[src/rtl/trace_cache_ctrl_if.sv]
// Memory-trace handshake bundle between the trace producer and the cache controller.
// Handshake: the producer pulses trace_ready for one cycle with mem_addr valid while the
// controller is idle; the controller answers with a one-cycle updated pulse (hit or miss
// one-hot alongside it), and the producer may raise trace_ready again the following cycle.
interface trace_cache_ctrl_if #(
    parameter int ADDR_W = 32
);
    logic              trace_ready;
    logic [ADDR_W-1:0] mem_addr;
    logic              flush;
    logic              updated;
    logic              hit;
    logic              miss;
    logic              busy;
    logic [15:0]       hit_count;
    logic [15:0]       miss_count;

    modport master (
        output trace_ready, mem_addr, flush,
        input  updated, hit, miss, busy, hit_count, miss_count
    );

    modport slave (
        input  trace_ready, mem_addr, flush,
        output updated, hit, miss, busy, hit_count, miss_count
    );
endinterface

[src/rtl/trace_cache_ctrl.sv]
// Direct-mapped tag-store controller at the consumer end of a memory-trace handshake.
// One address per trace_ready pulse; misses cost a fixed refill latency and replace the line.
module trace_cache_ctrl #(
    parameter int ADDR_W   = 32,
    parameter int OFFSET_W = 4,
    parameter int INDEX_W  = 4,
    parameter int MISS_LAT = 4
) (
    input  logic                 clk,
    input  logic                 reset,
    trace_cache_ctrl_if.slave    bus,
    output logic [1:0]           state_dbg
);
    localparam int TAG_W = ADDR_W - OFFSET_W - INDEX_W;
    localparam int LINES = 1 << INDEX_W;
    localparam int CNT_W = (MISS_LAT > 1) ? $clog2(MISS_LAT) : 1;
    localparam logic [CNT_W-1:0] CNT_LOAD = CNT_W'(MISS_LAT - 1);

    typedef enum logic [1:0] {IDLE, LOOKUP, REFILL, DONE} state_t;

    state_t                    state, next_state;
    logic [INDEX_W-1:0]        idx_q;
    logic [TAG_W-1:0]          tag_q;
    logic [CNT_W-1:0]          cnt;
    logic                      hit_q;
    logic [LINES-1:0]          valid;
    logic [TAG_W-1:0]          tag_mem [LINES];
    logic                      lookup_hit;
    logic                      refill_done;
    logic                      updated_r, hit_r, miss_r, busy_r;
    logic [15:0]               hit_cnt_r, miss_cnt_r;
    logic                      unused_offset;

    // Byte offset never affects the lookup.
    assign unused_offset = ^bus.mem_addr[OFFSET_W-1:0];

    assign lookup_hit  = valid[idx_q] && (tag_mem[idx_q] == tag_q);
    assign refill_done = (state == REFILL) && (cnt == '0);
    assign state_dbg   = state;

    assign bus.updated    = updated_r;
    assign bus.hit        = hit_r;
    assign bus.miss       = miss_r;
    assign bus.busy       = busy_r;
    assign bus.hit_count  = hit_cnt_r;
    assign bus.miss_count = miss_cnt_r;

    // Next-state logic; trace_ready is only looked at in IDLE, so pulses while busy are dropped.
    always_comb begin
        next_state = state;
        case (state)
            IDLE:    if (bus.trace_ready) next_state = LOOKUP;
            LOOKUP:  next_state = lookup_hit ? DONE : REFILL;
            REFILL:  if (cnt == '0) next_state = DONE;
            DONE:    next_state = IDLE;
            default: next_state = IDLE;
        endcase
    end

    // State register.
    always_ff @(posedge clk or negedge reset) begin
        if (!reset) state <= IDLE;
        else        state <= next_state;
    end

    // Address latch, lookup result and refill countdown.
    always_ff @(posedge clk or negedge reset) begin
        if (!reset) begin
            idx_q <= '0;
            tag_q <= '0;
            hit_q <= 1'b0;
            cnt   <= '0;
        end else begin
            if (state == IDLE && bus.trace_ready) begin
                idx_q <= bus.mem_addr[OFFSET_W+INDEX_W-1:OFFSET_W];
                tag_q <= bus.mem_addr[ADDR_W-1:OFFSET_W+INDEX_W];
            end
            if (state == LOOKUP) begin
                hit_q <= lookup_hit;
                cnt   <= CNT_LOAD;
            end else if (state == REFILL && cnt != '0) begin
                cnt <= cnt - 1'b1;
            end
        end
    end

    // Valid bits: flush beats a refill write landing on the same edge.
    always_ff @(posedge clk or negedge reset) begin
        if (!reset)           valid <= '0;
        else if (bus.flush)   valid <= '0;
        else if (refill_done) valid[idx_q] <= 1'b1;
    end

    // Tag store is only meaningful where valid is set, so it carries no reset.
    always_ff @(posedge clk) begin
        if (refill_done) tag_mem[idx_q] <= tag_q;
    end

    // Registered outputs: the completion pulse and counters follow the DONE cycle.
    always_ff @(posedge clk or negedge reset) begin
        if (!reset) begin
            updated_r  <= 1'b0;
            hit_r      <= 1'b0;
            miss_r     <= 1'b0;
            busy_r     <= 1'b0;
            hit_cnt_r  <= '0;
            miss_cnt_r <= '0;
        end else begin
            updated_r <= (state == DONE);
            hit_r     <= (state == DONE) && hit_q;
            miss_r    <= (state == DONE) && !hit_q;
            busy_r    <= (next_state != IDLE);
            if (state == DONE) begin
                if (hit_q && hit_cnt_r != 16'hFFFF)   hit_cnt_r  <= hit_cnt_r + 16'd1;
                if (!hit_q && miss_cnt_r != 16'hFFFF) miss_cnt_r <= miss_cnt_r + 16'd1;
            end
        end
    end
endmodule

[src/flat_wrapper.sv]
// flat-port wrapper written by rule: the top's interface ports become plain ports
module trace_cache_ctrl_flat 
#(
    parameter int ADDR_W   = 32,
    parameter int OFFSET_W = 4,
    parameter int INDEX_W  = 4,
    parameter int MISS_LAT = 4
)
  (clk, reset, state_dbg, bus_trace_ready, bus_mem_addr, bus_flush, bus_updated, bus_hit, bus_miss, bus_busy, bus_hit_count, bus_miss_count);
  trace_cache_ctrl_if #(.ADDR_W(ADDR_W)) bus_i ();
  input  logic clk;
  input  logic reset;
  output logic [1:0] state_dbg;
  input wire logic [$bits(bus_i.trace_ready)-1:0] bus_trace_ready;
  input wire logic [$bits(bus_i.mem_addr)-1:0] bus_mem_addr;
  input wire logic [$bits(bus_i.flush)-1:0] bus_flush;
  output wire logic [$bits(bus_i.updated)-1:0] bus_updated;
  output wire logic [$bits(bus_i.hit)-1:0] bus_hit;
  output wire logic [$bits(bus_i.miss)-1:0] bus_miss;
  output wire logic [$bits(bus_i.busy)-1:0] bus_busy;
  output wire logic [$bits(bus_i.hit_count)-1:0] bus_hit_count;
  output wire logic [$bits(bus_i.miss_count)-1:0] bus_miss_count;
  assign bus_i.trace_ready = bus_trace_ready;
  assign bus_i.mem_addr = bus_mem_addr;
  assign bus_i.flush = bus_flush;
  assign bus_updated = bus_i.updated;
  assign bus_hit = bus_i.hit;
  assign bus_miss = bus_i.miss;
  assign bus_busy = bus_i.busy;
  assign bus_hit_count = bus_i.hit_count;
  assign bus_miss_count = bus_i.miss_count;
  trace_cache_ctrl #(.ADDR_W(ADDR_W), .OFFSET_W(OFFSET_W), .INDEX_W(INDEX_W), .MISS_LAT(MISS_LAT)) u_core (.clk(clk), .reset(reset), .bus(bus_i), .state_dbg(state_dbg));
endmodule
[config.mk]
export PLATFORM = sky130hd
export DESIGN_NAME = trace_cache_ctrl_flat
export DESIGN_NICKNAME = d
export VERILOG_FILES = /design/src/rtl/trace_cache_ctrl_if.sv /design/src/rtl/trace_cache_ctrl.sv /design/src/flat_wrapper.sv
export SDC_FILE = /design/constraint.sdc
export NUM_CORES = 1
export LEC_CHECK = 0
export ABC_CLOCK_PERIOD_IN_PS = 4400
export BUFFER_PORTS_ARGS = -buffer_cell sky130_fd_sc_hd__buf_2
export CAP_MARGIN = 40
export CORE_UTILIZATION = 25
export CTS_CLUSTER_SIZE = 8
export DETAILED_ROUTE_END_ITERATION = 10
export GPL_ROUTABILITY_DRIVEN = 1
export HOLD_SLACK_MARGIN = 0.15
export SLEW_MARGIN = 15
export SYNTH_ARGS = -nofsm -noshare
export SYNTH_HDL_FRONTEND = slang
export SYNTH_SLANG_ARGS = --single-unit
[constraint.sdc]
create_clock -name clk -period 4.4 [get_ports clk]
set_input_delay 0.44 -clock clk [delete_from_list [all_inputs] [get_ports clk]]
set_output_delay 0.44 -clock clk [all_outputs]
set_load 0.01 [all_outputs]
Word-level counts from Yosys, hierarchy flattened
Memories as Yosys holds them, arrays and structs flattened.
Cells that the tools add are included.

storage, ports and cells
  register bits after elaboration = 85
  bits in writable memories = 384
  word-level logic and storage cells = 57
  input bits = 36
  memories = 1

operators by class
  add/subtract/negate cells = 3
  equality and inequality tests = 6
  mux-type cells = 14
  reductions and logical operators = 18
  bitwise logic cells = 1
  $lt $le $gt $ge = 2

memory list
  name            words  bits a word  rd ports  clocked after Yosys merged registers in  write ports  RTL line                RTL
  u_core.tag_mem  16     24           1         0                                        1            trace_cache_ctrl.sv:27  logic [TAG_W-1:0] tag_mem [LINES];

operator list
  cell                                                                   number
  16-bit by 1-bit adder with 16-bit output, second input constant        2
  16-bit two-way mux                                                     2
  16-bit != test, second input constant                                  2
  24-bit == test                                                         1
  16-bit OR                                                              1
  1-bit logical AND                                                      9
  2-bit two-way mux                                                      4
  2-bit one-hot mux with 4 select lines                                  1
  2-bit nonzero test                                                     4
  4-bit by 5-bit < comparator with 1-bit output, second input constant   1
  1-bit two-way mux                                                      5
  1-bit binary-select mux with 4-bit select                              1
  1-bit demux with 4-bit select                                          1
  2-bit == test, second input constant                                   2
  4-bit by 1-bit >= comparator with 1-bit output, second input constant  1
  2-bit logical NOT                                                      2
  2-bit AND reduction                                                    2
  2-bit by 1-bit == test with 1-bit output, second input constant        1
  2-bit by 1-bit subtractor with 2-bit output, second input constant     1
  1-bit logical NOT                                                      1

Depth between registers and ports, before layout
  depth in word-level cells = 7
  depth in mapped cells = 12
  depth with buffers taken out = 8

Worst setup path after synthesis
No wires, ideal clock.

  path kind = reg2reg
  start point = register u_core.idx_q[0]
  end point = memory u_core.tag_mem[0][0] (netlist name) (enable)
  clock period less this slack = 3327 ps
  library setup time = 437 ps
  path buffers = 3
  setup slack = 1073 ps
  data arrival time = 2890 ps
  stages on the path, launching flop included = 7
  data required time = 3963 ps
  cell sequence = dfrtp_1 > buf_6 > buf_4 > nor2_1 > buf_2 > nand3_1 > nor3_1

RTL lines
  what                    RTL line                RTL
  start, declared         trace_cache_ctrl.sv:22  logic [INDEX_W-1:0] idx_q;
  start signal, assigned  trace_cache_ctrl.sv:75  idx_q <= bus.mem_addr[OFFSET_W+INDEX_W-1:OFFSET_W];
  end, declared           trace_cache_ctrl.sv:27

No word-level cell before the write port.

Worst setup path after layout
  start point = register u_core.idx_q[0]
  end point = register u_core.busy_r (netlist: u_core.bus.busy)

on the way
  word-level cells in the longest chain between the ends = 6

RTL lines
  what                                                                             RTL line                 RTL
  memory 16 x 24 bit or 1-bit binary-select mux with 4-bit select (tied branches)  --
  24-bit == test or 1-bit two-way mux (tied branches)                              trace_cache_ctrl.sv:37   assign lookup_hit = valid[idx_q] && (tag_mem[idx_q] == tag_q);
  1-bit logical AND (*)                                                            trace_cache_ctrl.sv:37
  1-bit two-way mux (*)                                                            trace_cache_ctrl.sv:53   LOOKUP: next_state = lookup_hit ? DONE : REFILL;
  2-bit one-hot mux with 4 select lines (*)                                        trace_cache_ctrl.sv:51   case (state)
  2-bit nonzero test (*)                                                           trace_cache_ctrl.sv:112  busy_r <= (next_state != IDLE);
  end signal, assigned                                                             trace_cache_ctrl.sv:112
  end, declared                                                                    trace_cache_ctrl.sv:30   logic updated_r, hit_r, miss_r, busy_r;

Every way passes the cells marked *; elsewhere a longest branch is shown, timed or not. The select of a mux whose other input is x is not followed.
A chain may end at the register's enable or synchronous reset.

==> impl_results.md <==
- Pwr dens: 664 nW/µm²
- Cts bufs inserted: 68
- H-tree levels: 3
- Area leader, netlist: edfxtp_1
- Die Y: 278 µm
- Core Box Area: approximately 75000 µm²
- Port buffer count: 69
- Hold Path Depth: 2
- Cells after Synth: about 1000
- GR Overflow Total: 0
- Die X: roughly 280 µm
- Min cycle time layout: about 3.8 ns
- I/O pin cnt: 74
- Pin count of the biggest net entering global routing: 52
- Clock sinks: 469
- Warning count from the yosys run: 0
- Unique masters post-synth: 58
- CP required: 4.89 ns
- Peak supply drop: 0.273 mV
- Via Count: 10300
- Setup_tns: 0 ns
- P_leak: just over 8 nW
- Max-slew violation count: 0
- Clk root buf: clkbuf_16
- Routed wire length: 46.1 mm
- RR Startpoint: u_core.idx_q[0]
- Vias in the first global route: 10600
- Reg power frac: 42.4%
- Fillcell total: 7243
- Logic pwr share: 26.1%
- Total GRT Usage: 12.0%
- Worst path most repeated cell: mux4_2
- CP max-delay cell: dfrtp_4
- Setup Crit Path Kind: register to register
- Placed instance area: 21000 µm²
- Starting density of the core: 25.4%
- WHS: 0.234 ns
- Fraction of layout cells with a size suffix above 1: around 26%
- Critical path cell sequence: buf_4 > mux4_2 > mux4_2 > xor2_1 > nor4_1 > a211oi_1 > o21bai_1
- Fin. Hold Viols: 0
- Reg-to-reg slack, setup: about 0.63 ns
- Internal Power: between 10 and 15 mW
- Status: complete, no violations
- Fin crit share: 85.7%
- FF-to-FF End: u_core.bus.busy
- Final design area excluding fillers: 23300 µm²
- CTS tree: done
- Wirelength per Cell: between 20 and 25 µm
- Synth Cell Area: 19000 µm²
- Routed Antenna Nets: 0
- Hold_buf cts: 29
- Diode count: 0
- EDFF count, synth: 384
- Sw power: 4.91 mW
- Reg2reg path depth: 7
- DRC errors left: 0
- Nets: 1268
- Clock network fraction of design power: a little under a third
- Net Count, Synth: 1091
- Most numerous cell in the Yosys netlist: edfxtp_1
- Vias per Instance: ~4.6
- Area grow syn2layout: 22.8%
- First-pass GRT wire length: 68.7 mm
- Post-Route Skew: 0.0192 ns
- Post-CTS Setup Bufs: 0
- Deepest clock path buffer count: 3
- Switching Share: 31.7%
- Critical path peak fanout: 32
- Most common library cells after synthesis: edfxtp_1 (384), dfrtp_1 (85), mux2i_1 (78)
- Yosys reg bits: 469
- Post-DP HPWL: 28.1 mm
- Num rows: 100
- Worst setup EP type: register
- Post-cts sizing count: 0
- Max frequency: 265 MHz
- Iter 0 DRT Violations: 846
- Pwr Total: between 15 and 20 mW
- Router iterations before antenna repair: 5
- Top cells by area, synth: edfxtp_1 (61%), dfrtp_1 (11%), mux4_2 (9.1%)
- Worst Hold Class: input pin to register
- Inst Count DP: 2093
- Worst slack at placement: 0.624 ns
- Area of the multi-input gates: 5110 µm²
- Worst path arrival time: 4.26 ns
- Skew-Pair Late Insertion Delay: 0.58 ns
- Critical path's largest stage delay: 0.91 ns
- Antenna violations before repair: 0
- Core Util, Final: 31.2%
- Post-synth top flop: edfxtp_1
- Critical Path Source Type: register
- Rel. slew slack: 49.7%
- Slew @ Worst Pin: 0.754 ns
- Syn Area/Cell: 18.1 µm²
- Final Setup Violations: 0
- Max-cap violation count: 0
- Top cell type's share of synthesized area: 60.7%
- Final WS setup: 0.630 ns
- Die Area: 77100 µm²
- Fraction of registers with async set/reset: between 10% and 20%
- Fin cells: between 2000 and 2500
- Register Area: 13700 µm²
- Sequential share of the synthesized area: 71.9%
- RSZ-0062 raised after global routing: false
- CTS clk-pin slew, worst paths: roughly 0.050 ns
- GP Congestion: 0.812
- Hold Crit Start: bus_flush
- Hold Path End: u_core.valid[13]
==> state kept, by name (all words and copies together), names as in the netlist, 2 cells and up <==
signal and flops:
u_core.tag_q 24, u_core.valid 16, u_core.tag_mem 384, u_core.cnt 2, u_core.bus.hit_count 16, u_core.bus.miss_count 16
u_core.state_dbg 2, u_core.idx_q 4
==> logic make-up after synthesis <==
| logic type | Yosys count | synth area share [%] |
|---|---|---|
| DFF | 469 | 71.9 |
| muxes | 185 | 15.0 |
| and+or+nand+nor | 180 | 4.58 |
| AOI/OAI and AO/OA | 84 | 3.62 |
| buffers and inverters | 65 | 1.73 |
| xor gates and xnor gates | 56 | 2.58 |
| adders and majority gates | 8 | 0.527 |
==> layer usage <==
metal | share of wire (%) | track usage (%) | vias to the layer above
met5 | 0 | 0 | -
met3 | 6.9 | 2.52 | 76
met2 | 48 | 19.7 | 378
li1 | - | - | 4518
met4 | 2.3 | 3.78 | 0
met1 | 43 | 15.8 | 5350
==> cell usage in the layout, fill, tap and decap left out, drive strengths merged, types with 5 or more instances in the layout <==
cell	netlist	final
nor3	15	15
dfrtp	85	85
and2	6	6
nand2b	5	5
a21oi	8	8
clkbuf	11	120
nor2b	6	6
nand4	9	9
buf	34	122
o21ai	6	6
ha	8	8
xor2	19	19
nor2	66	66
mux2	30	30
xnor2	37	37
dlygate4sd3	0	29
mux4	77	77
edfxtp	384	384
mux2i	78	78
a2111oi	6	6
nand3	25	25
a22oi	26	26
nand2	28	28
inv	19	23
and3	10	10
==> worst max-delay path: cells and delay by family, from the launching register on <==
family / cells / cell delay [ns]
XOR/XNOR: 1 / 0.22
multiplexers: 2 / 1.04
flip-flops: 1 / 0.91
AND/OR/NAND/NOR: 1 / 0.65
buffers and inverters: 1 / 0.44
AO/OA/AOI/OAI: 2 / 0.40
==> power groups by stage <==
stage | logic, mW | clock network (mW) | registers (mW)
after floorplan | 2.90 | 0 | 6.19
after global placement | 3.94 | 0 | 6.64
after detailed placement | 4.03 | 0 | 6.65
after CTS | 4.07 | 4.99 | 6.57
after global routing | 4.33 | 5.17 | 6.65
final | 4.05 | 4.87 | 6.56
==> final cells by class <==
cell class / count / share of cell area (%)
sequential: 469 / 58.6
clock buffer: 120 / 8.45
clock inverter: 4 / 0.198
multi-input combinational: 513 / 21.9
timing repair buffer: 152 / 5.31
inverter: 20 / 0.322
tap: 969 / 5.20
==> worst max-delay path by stage <==
stage,start,end,slack (ns),cells after the start
3_3_place_gp,u_core.idx_q[0],u_core.bus.busy,0.62,9
2_1_floorplan,u_core.idx_q[0],u_core.tag_mem[0][0],1.07,6
5_1_grt,u_core.idx_q[0],u_core.bus.busy,0.29,9
3_5_place_dp,u_core.idx_q[0],u_core.bus.busy,0.62,7
4_1_cts,u_core.idx_q[0],u_core.bus.busy,0.60,7
6_report,u_core.idx_q[0],u_core.bus.busy,0.63,7
Note: power is estimated with default switching activity, not from simulation.
